**config.mk**
```make
export PLATFORM = sky130hd
export DESIGN_NAME = inv_sqrt_sched
export DESIGN_NICKNAME = d
export VERILOG_FILES = /design/src/rtl/inv_sqrt_sched_pkg.sv /design/src/rtl/sched_fifo.sv /design/src/rtl/inv_sqrt_sched.sv
export SDC_FILE = /design/constraint.sdc
export NUM_CORES = 2
export LEC_CHECK = 0
export ABC_AREA = 1
export BUFFER_PORTS_ARGS = -buffer_cell sky130_fd_sc_hd__buf_2
export CORE_MARGIN = 2
export CORE_UTILIZATION = 45
export CTS_CLUSTER_DIAMETER = 60
export DETAILED_ROUTE_END_ITERATION = 6
export GPL_TIMING_DRIVEN = 0
export HOLD_SLACK_MARGIN = 0.08
export PLACE_DENSITY = 0.7
export SYNTH_ARGS = -nofsm -noshare
export SYNTH_HDL_FRONTEND = slang
export SYNTH_HIERARCHICAL = 1
export SYNTH_SLANG_ARGS = --single-unit
```
**constraint.sdc**
```tcl
create_clock -name clk -period 4 [get_ports clk]
set_clock_uncertainty 0.1 [all_clocks]
set_input_delay 0.8 -clock clk [delete_from_list [all_inputs] [get_ports clk]]
set_output_delay 0.8 -clock clk [all_outputs]
set_load 0.02 [all_outputs]
```
**src/rtl/inv_sqrt_sched_pkg.sv**
```systemverilog
// Shared defaults and types for the inv_sqrt request scheduler.
package inv_sqrt_sched_pkg;

  localparam int NREQ_DEF     = 4;
  localparam int PIPE_LAT_DEF = 36;
  localparam int DEPTH_DEF    = 64;
  localparam int ID_W         = $clog2(NREQ_DEF);

  typedef logic [ID_W-1:0] id_t;

endpackage

```
**src/rtl/sched_fifo.sv**
```systemverilog
// Synchronous FIFO with registered empty/full flags and a flop-array head.
module sched_fifo
  import inv_sqrt_sched_pkg::*;
#(
  parameter int WIDTH = 8,
  parameter int DEPTH = 64
) (
  input  logic             clk,
  input  logic             nrst,
  input  logic             wr,
  input  logic [WIDTH-1:0] din,
  input  logic             rd,
  output logic [WIDTH-1:0] dout,
  output logic             empty,
  output logic             full
);

  localparam int AW = (DEPTH > 1) ? $clog2(DEPTH) : 1;
  localparam int CW = $clog2(DEPTH + 1);
  localparam logic [AW-1:0] LAST    = AW'(DEPTH - 1);
  localparam logic [CW-1:0] FULL_M1 = CW'(DEPTH - 1);
  localparam logic [CW-1:0] ONE     = CW'(1);

  logic [WIDTH-1:0] mem [DEPTH];
  logic [AW-1:0]    wptr;
  logic [AW-1:0]    rptr;
  logic [CW-1:0]    cnt;
  logic             do_wr;
  logic             do_rd;

  assign do_wr = wr && !full;
  assign do_rd = rd && !empty;
  assign dout  = mem[rptr];

  function automatic logic [AW-1:0] nxt(input logic [AW-1:0] p);
    return (p == LAST) ? '0 : p + AW'(1);
  endfunction

  always_ff @(posedge clk or negedge nrst) begin
    if (!nrst) begin
      wptr  <= '0;
      rptr  <= '0;
      cnt   <= '0;
      empty <= 1'b1;
      full  <= 1'b0;
    end else begin
      if (do_wr) wptr <= nxt(wptr);
      if (do_rd) rptr <= nxt(rptr);
      unique case ({do_wr, do_rd})
        2'b10: begin
          cnt   <= cnt + ONE;
          empty <= 1'b0;
          full  <= (cnt == FULL_M1);
        end
        2'b01: begin
          cnt   <= cnt - ONE;
          full  <= 1'b0;
          empty <= (cnt == ONE);
        end
        default: cnt <= cnt;
      endcase
    end
  end

  always_ff @(posedge clk) begin
    if (do_wr) mem[wptr] <= din;
  end

endmodule

```
**src/rtl/inv_sqrt_sched.sv**
```systemverilog
// Round-robin front end sharing one external inv_sqrt pipeline.
// Credits bound in-flight work so the result FIFO can never overflow.
module inv_sqrt_sched
  import inv_sqrt_sched_pkg::*;
#(
  parameter int NREQ     = NREQ_DEF,
  parameter int PIPE_LAT = PIPE_LAT_DEF,
  parameter int DEPTH    = DEPTH_DEF,
  localparam int IW      = (NREQ > 1) ? $clog2(NREQ) : 1
) (
  input  logic               clk,
  input  logic               nrst,
  input  logic               enable,
  input  logic [NREQ-1:0]    req_valid,
  input  logic [NREQ*32-1:0] req_x,
  output logic [NREQ-1:0]    req_ready,
  output logic [31:0]        pipe_x,
  output logic               pipe_valid_in,
  input  logic [31:0]        pipe_y,
  input  logic               pipe_valid_out,
  output logic               out_valid,
  input  logic               out_ready,
  output logic [31:0]        out_y,
  output logic [IW-1:0]      out_id,
  output logic               err_overflow
);

  localparam int CW = $clog2(DEPTH + 1);
  localparam logic [CW-1:0] CAP  = CW'(DEPTH);
  localparam logic [IW-1:0] LAST = IW'(NREQ - 1);

  if (DEPTH < PIPE_LAT + 1) begin : g_depth_chk
    $error("inv_sqrt_sched: DEPTH must be at least PIPE_LAT+1");
  end

  logic [IW-1:0]    rr_ptr;
  logic [IW-1:0]    win;
  logic [IW-1:0]    idx;
  logic             found;
  logic             grant;
  logic             out_xfer;
  logic [CW-1:0]    credits;
  logic [31:0]      sel_x;
  logic [IW-1:0]    tag_head;
  logic             tag_empty;
  logic             tag_full;
  logic             tag_pop;
  logic             res_wr;
  logic             res_empty;
  logic             res_full;
  logic [31+IW:0]   res_din;
  logic [31+IW:0]   res_dout;

  always_comb begin
    win   = rr_ptr;
    found = 1'b0;
    idx   = '0;
    for (int k = 0; k < NREQ; k++) begin
      idx = IW'((int'(rr_ptr) + k) % NREQ);
      if (!found && req_valid[idx]) begin
        found = 1'b1;
        win   = idx;
      end
    end
  end

  // nrst gates grant so req_ready is low throughout reset
  assign grant = nrst && enable && found && !tag_full &&
                 (credits < CAP);
  assign out_xfer = out_valid && out_ready;

  always_comb begin
    req_ready = '0;
    if (grant) req_ready[win] = 1'b1;
  end

  always_comb begin
    sel_x = '0;
    for (int k = 0; k < NREQ; k++) begin
      if (win == IW'(k)) sel_x = req_x[32*k +: 32];
    end
  end

  always_ff @(posedge clk or negedge nrst) begin
    if (!nrst) begin
      rr_ptr        <= '0;
      credits       <= '0;
      pipe_valid_in <= 1'b0;
      pipe_x        <= '0;
      err_overflow  <= 1'b0;
    end else begin
      pipe_valid_in <= grant;
      if (grant) begin
        pipe_x <= sel_x;
        rr_ptr <= (win == LAST) ? '0 : win + IW'(1);
      end
      unique case ({grant, out_xfer})
        2'b10:   credits <= credits + CW'(1);
        2'b01:   credits <= credits - CW'(1);
        default: credits <= credits;
      endcase
      if (pipe_valid_out && (tag_empty || res_full))
        err_overflow <= 1'b1;
    end
  end

  assign tag_pop = pipe_valid_out && !tag_empty;
  assign res_wr  = tag_pop && !res_full;
  assign res_din = {pipe_y, tag_head};

  sched_fifo #(.WIDTH(IW), .DEPTH(DEPTH)) u_tag_fifo (
    .clk   (clk),
    .nrst  (nrst),
    .wr    (grant),
    .din   (win),
    .rd    (tag_pop),
    .dout  (tag_head),
    .empty (tag_empty),
    .full  (tag_full)
  );

  sched_fifo #(.WIDTH(32 + IW), .DEPTH(DEPTH)) u_res_fifo (
    .clk   (clk),
    .nrst  (nrst),
    .wr    (res_wr),
    .din   (res_din),
    .rd    (out_xfer),
    .dout  (res_dout),
    .empty (res_empty),
    .full  (res_full)
  );

  assign out_valid       = !res_empty;
  assign {out_y, out_id} = res_dout;

endmodule

```
Word level (Yosys, flattened, before mapping) --
Memory sizes are Yosys's and may differ from the RTL's. Index checks and enable logic that the tools add are counted.
Cells by class: add/subtract/negate cells 14, $lt $le $gt $ge 7, equal/unequal tests 17, mux-type cells 38, reductions and logical operators 28
Operator list (number):
- $mux W32 | 4
- $pmux W7 S2 | 3
- $add A6 B1 Y6 const B | 4
- $eq A6 B6 Y1 const B | 4
- $mux W6 | 4
- $add A7 B1 Y7 const B | 3
- $sub A7 B1 Y7 const B | 3
- $logic_and A1 B1 Y1 | 16
- $lt A2 B3 Y1 const B | 5
- $eq A7 B1 Y1 const B | 2
- $eq A7 B6 Y1 const B | 2
- $mux W1 | 13
- $eq A2 B2 Y1 const B | 5
- $bmux W1 S2 | 4
- $eq A2 B1 Y1 const B | 4
- $mux W2 | 4
- $pmux W1 S2 | 4
- $logic_not A1 Y1 | 7
- $lt A7 B7 Y1 const B | 1
- $reduce_bool A2 Y1 | 3
- $add A2 B1 Y2 const B | 2
- $add A2 B2 Y2 const B | 2
- $mux W4 | 1
- $demux W1 S2 | 1
- other kinds (3) | 3
Word-level totals: flip-flop bits (word level) 85, memory bits (writable) 2304, output and inout port bits 73, word-level logic and storage cells 121, memories kept 2
Memory list:
- u_res_fifo.mem | words 64, width 34, read ports 1, clocked after Yosys merged registers in 0, write ports 1, line sched_fifo.sv:24 | logic [WIDTH-1:0] mem [DEPTH];
- u_tag_fifo.mem | words 64, width 2, read ports 1, clocked after Yosys merged registers in 0, write ports 1, line sched_fifo.sv:24

Logic depth before layout (Yosys ltp) --
depth after elaboration 18, mapped depth 25, gate-level depth less buffers 21

By module --
Netlist, hierarchy kept.
Modules (own cells, without submodules):
- sched_fifo (u_res_fifo) | instances 1, cells an instance 8788, area an instance 92847.8 um2, seq. area each 65869.4 um2
- sched_fifo (u_tag_fifo) | instances 1, cells an instance 727, area an instance 6880.3 um2, seq. area each 4370.4 um2
- inv_sqrt_sched | instances 1, cells an instance 476, area an instance 3114.2 um2, seq. area each 1076.0 um2

Worst setup path after synthesis --
No wires, ideal clock.
path type in2out, from input req_valid[1], to output req_ready[2], data arrival time 3431 ps, setup slack -331 ps, stages 16, path through inv_1 nand2_1 nand3_1 nand2_1 nor2_4 inv_1 o22ai_1 xor2_1 nand2_1 o21ai_0 inv_1 ha_1 clkbuf_1 inv_1 clkbuf_1 nor2_1
Between the ends: longest elaborated chain between the ends 17, elaborated cells on any way between the ends 30, classes of those cells order compare (2); mux (18); reduce/logical (10)
Ends and longest elaborated chain:
- start, declared | line inv_sqrt_sched.sv:14 | input logic [NREQ-1:0] req_valid,
- $bmux W1 S2 | line inv_sqrt_sched.sv:60 | if (!found && req_valid[idx]) begin
- $mux W1 (not written as such) | line inv_sqrt_sched.sv:60
- $mux W1 | line inv_sqrt_sched.sv:60
- $logic_not A1 Y1 | line inv_sqrt_sched.sv:60
- $logic_and A1 B1 Y1 | line inv_sqrt_sched.sv:60
- $mux W1 | line inv_sqrt_sched.sv:60
- $logic_not A1 Y1 | line inv_sqrt_sched.sv:60
- $logic_and A1 B1 Y1 | line inv_sqrt_sched.sv:60
- [2 not listed]
- $logic_and A1 B1 Y1 | line inv_sqrt_sched.sv:60
- $mux W2 * | line inv_sqrt_sched.sv:60
- net win[1] | line inv_sqrt_sched.sv:37 | logic [IW-1:0] win;
- $lt A2 B3 Y1 (not written as such) / $ge A2 B1 Y1 (equally long branches) | line inv_sqrt_sched.sv:74 | if (grant) req_ready[win] = 1'b1;
- $logic_and A1 B1 Y1 (not written as such) | line inv_sqrt_sched.sv:74
- $mux W1 (not written as such) | line inv_sqrt_sched.sv:74
- $demux W1 S2 * | line inv_sqrt_sched.sv:74
- $mux W4 * | line inv_sqrt_sched.sv:74
- end, declared | line inv_sqrt_sched.sv:16 | output logic [NREQ-1:0] req_ready,
The timed path passes the listed nets; every way through them passes the cells marked *. The select of a mux whose other input is x is not followed.

Worst setup path after layout --
from register u_res_fifo.rptr[0], to output out_y[14]
Between the ends: longest elaborated chain between the ends 1
Ends and longest elaborated chain:
- start, declared | line sched_fifo.sv:26 | logic [AW-1:0] rptr;
- start signal, assigned | line sched_fifo.sv:48 | if (do_rd) rptr <= nxt(rptr);
- $mem_v2 Z64 W34
- end, declared | line inv_sqrt_sched.sv:23 | output logic [31:0] out_y,
No other way between the ends.

==> reports/metrics.cfg <==
[drt]
wl_met3_um = 38700
wl_met1_um = 125000
maxUsedRoutingLayer = met5
vias = 77200
ant_nets = 0
dr_wl_met2_um = 158000
via_per_inst = 5.57
drt_iter0_drc = 10300
drc_errors = 9
routed_wl_um = 350000
wl_per_cell_um = 25.2
drt_pass1_iterations = 7

[worst_setup_path]
start_kind = flip-flop
reg2reg_to = u_res_fifo/mem[14][9]$_DFFE_PP_
cp_max_fo = 7
arrival_ns = 3.69
endpoint_kind = output pin
reg2reg_depth = 7
r2r_start = u_res_fifo/full$_DFFE_PN0P_
reg2reg_slack_ns = 0.12
crit_required_ns = 3.10
critPathKind = reg2out

[clocking]
insertion_delay_ns = 0.90
cts.path.max_buffers = 3
path_clk_slew_ns = 0.06
cts_tree = yes
cts_root_buf = clkbuf_16
h-tree-depth = 4
cts_buffers = 238
cts_sinks = 2389

[place]
gp_congestion = 0.984
placed_area_mm2 = 0.110
io_buffers = 241
dp_hpwl_um = 235000

[sta]
setup_viol_count_final = 38
worst_pin_slew_ns = 1.45
timing.fmax_mhz = 218
hold_viol = 0
fin_crit_ns = 4.59
fin_crit_sh = 1.15
relSlewSlack = 0.0355
slew_viol_final = 0
worst_slack_ns = -0.594
setup_tns_ns = -14.27
whs_ns = 0.140
rsz0062_at_grt = true

[final_layout]
final_util = 0.540
fin_area_mm2 = 0.123
area_delta_synth_final_pct = 19.4
drive_gt1_frac = 0.156
finalNetCount = 10800

[synthesis]
yosys.area_share.simple = 0.209
synth_commonest_cells = nand2_1 (3252), edfxtp_1 (2304), inv_1 (1185)
yosys.cell_count.top_type = nand2_1
synthAdderAreaFrac = 0.00219
synth-async-reset-ratio = 0.0356
synth.net_count = 10200
netlist.area_leader.share = 0.673
ys.flop_type = edfxtp_1
synth_edf_count = 2304
ys_types = 37
synth_area_leaders = edfxtp_1 (67%), nand2_1 (12%), nand3_1 (5.5%)
synth_compound_area_frac = 0.0273
synth_top_family_by_area = simple AND/OR/NAND/NOR gates
synthXorXnorAreaFrac = 0.00264
yosys_warnings = 6
syn-cell-area_mm2 = 0.103
syn_avg_cell_area_um2 = 10.3
yosysSeqAreaShare = 0.693
synth_mux_area_frac = 0
yosysTopAreaCell = edfxtp_1
postSynthCellCount = 9991
ys_ff_latch = 2389

[floorplan]
start_util = 0.452
row_count = 175
fp.dieW_um = 482
die-area_mm2 = 0.232
num_io_pins = 242
coreArea_mm2 = 0.227
dieHeight_um = 482

[worst_hold_path]
min_path_cells = 3
min_path_type = in2reg
holdPathEnd = err_overflow$_DFFE_PN0P_
holdCritStartpoint = pipe_valid_out

[global_routing]
grt_overflow = 0
grt_max_degree = 65
grtUsageTotal = 0.291
grt_pass1_vias = 71500
grt_first_pass_wirelength_um = 486000
antenna_found_initial = 26

[outcome]
status = complete, but fails checks
violations = DRC, setup timing

[power]
powerDensity_mw_per_mm2 = 416
leakagePower_uw = 0.0495
ir_drop_v = 0.000443

[job]
drv_cap = 0

-- stage by stage --
| step | cells | setup slack, ns | total power (uW) |
|---|---|---|---|
| 2_1_floorplan | 9991 | 0.00211 | 28100 |
| 3_3_place_gp | 13200 | -2.54 | 28800 |
| 3_5_place_dp | 13300 | -1.35 | 28800 |
| 4_1_cts | 13800 | -0.465 | 51300 |
| 5_1_grt | 13800 | -0.551 | 52300 |
| 6_report | 13900 | -0.594 | 51200 |
-- flip-flops by register name, summed over array words and instances (netlist names), 2 cells and up --
name / count
u_res_fifo/mem: 2176
u_tag_fifo/mem: 128
pipe_x: 32
credits: 7
u_res_fifo/cnt: 7
u_tag_fifo/cnt: 7
u_res_fifo/rptr: 6
u_res_fifo/wptr: 6
u_tag_fifo/rptr: 6
u_tag_fifo/wptr: 6
rr_ptr: 2
-- worst max-delay path, stage by stage, from the launching register on --
cell	delay (ns)
dfrtp_1	0.40
buf_12	0.20
inv_16	0.07
buf_16	0.17
clkbuf_16	0.21
buf_16	0.18
buf_12	0.15
nand2_1	0.05
nand3_1	0.08
nand3_1	0.13
nand3_1	0.11
nand2_1	0.09
nand2_1	0.06
nand2_2	0.11
clkinvlp_4	0.32
nand2_2	0.23
buf_4	0.16
-- power breakdown --
| part | internal [uW] | switching (uW) | leakage (uW) |
|---|---|---|---|
| Sequential | 27400 | 4.12 | 0.0216 |
| Clock | 12900 | 9850 | 0.00386 |
| Combinational | 220 | 749 | 0.0241 |
| Total | 40500 | 10600 | 0.0495 |
-- area by class of cell --
type	instances	area, um2
antenna	11	27.5
tap	3009	3760
fill	18900	104000
clock buffer	280	6180
multi-input combinational	5889	27200
timing repair inverter	4	20.0
buffer	508	3640
clock inverter	166	1760
sequential	2389	71300
timing repair buffer	398	4350
inverter	1197	4580
-- per-layer routing --
| layer | vias to the layer above | GRT usage |
|---|---|---|
| li1 | 34100 | - |
| met1 | 37100 | 0.366 |
| met2 | 5057 | 0.459 |
| met3 | 1014 | 0.0550 |
| met4 | 8 | 0.195 |
| met5 | - | 0 |
-- cell families after synthesis --
group / count (synthesis)
AOI/OAI and AO/OA: 551
DFF: 2389
buffers and inverters: 1713
and+or+nand+nor: 5289
xor gates and xnor gates: 31
adders and majority gates: 18
-- worst max path at each step --
| stage | to | depth (start not counted) | start | slack, ns |
|---|---|---|---|---|
| after floorplan | req_ready[2] | 16 | req_valid[3] | 0.002 |
| after global placement | u_res_fifo/mem[29][30]$_DFFE_PP_ | 8 | pipe_valid_out | -2.54 |
| after detailed placement | pipe_x[31]$_DFFE_PN0P_ | 20 | req_valid[1] | -1.35 |
| after CTS | out_y[10] | 16 | u_res_fifo/rptr[0]$_DFFE_PN0P_ | -0.47 |
| after global routing | out_y[17] | 16 | u_res_fifo/rptr[0]$_DFFE_PN0P_ | -0.55 |
| final | out_y[14] | 16 | u_res_fifo/rptr[0]$_DFFE_PN0P_ | -0.59 |
-- placed cells by master (no fill, tap or decap), drive strengths merged, types with 26 or more instances in the layout --
cell type,count
nand2,3256
edfxtp,2304
inv,1190
nand3,1127
nor2,844
buf,625
clkbuf,555
o21ai,423
clkinv,122
a21oi,103
dfrtp,83
bufinv,29
or2,29
clkinvlp,26
-- what timing repair did --
item / 4_1_cts / 5_1_grt
hold buffers: 4 / 0
hold endpoints to repair: 40 / 0
resized for setup: 773 / 449
setup buffers: 38 / 12
pin swaps: 53 / 107
endpoints found under the setup margin: 70 / 69
cloned: 7 / 13
(Power assumes the default switching activity.)
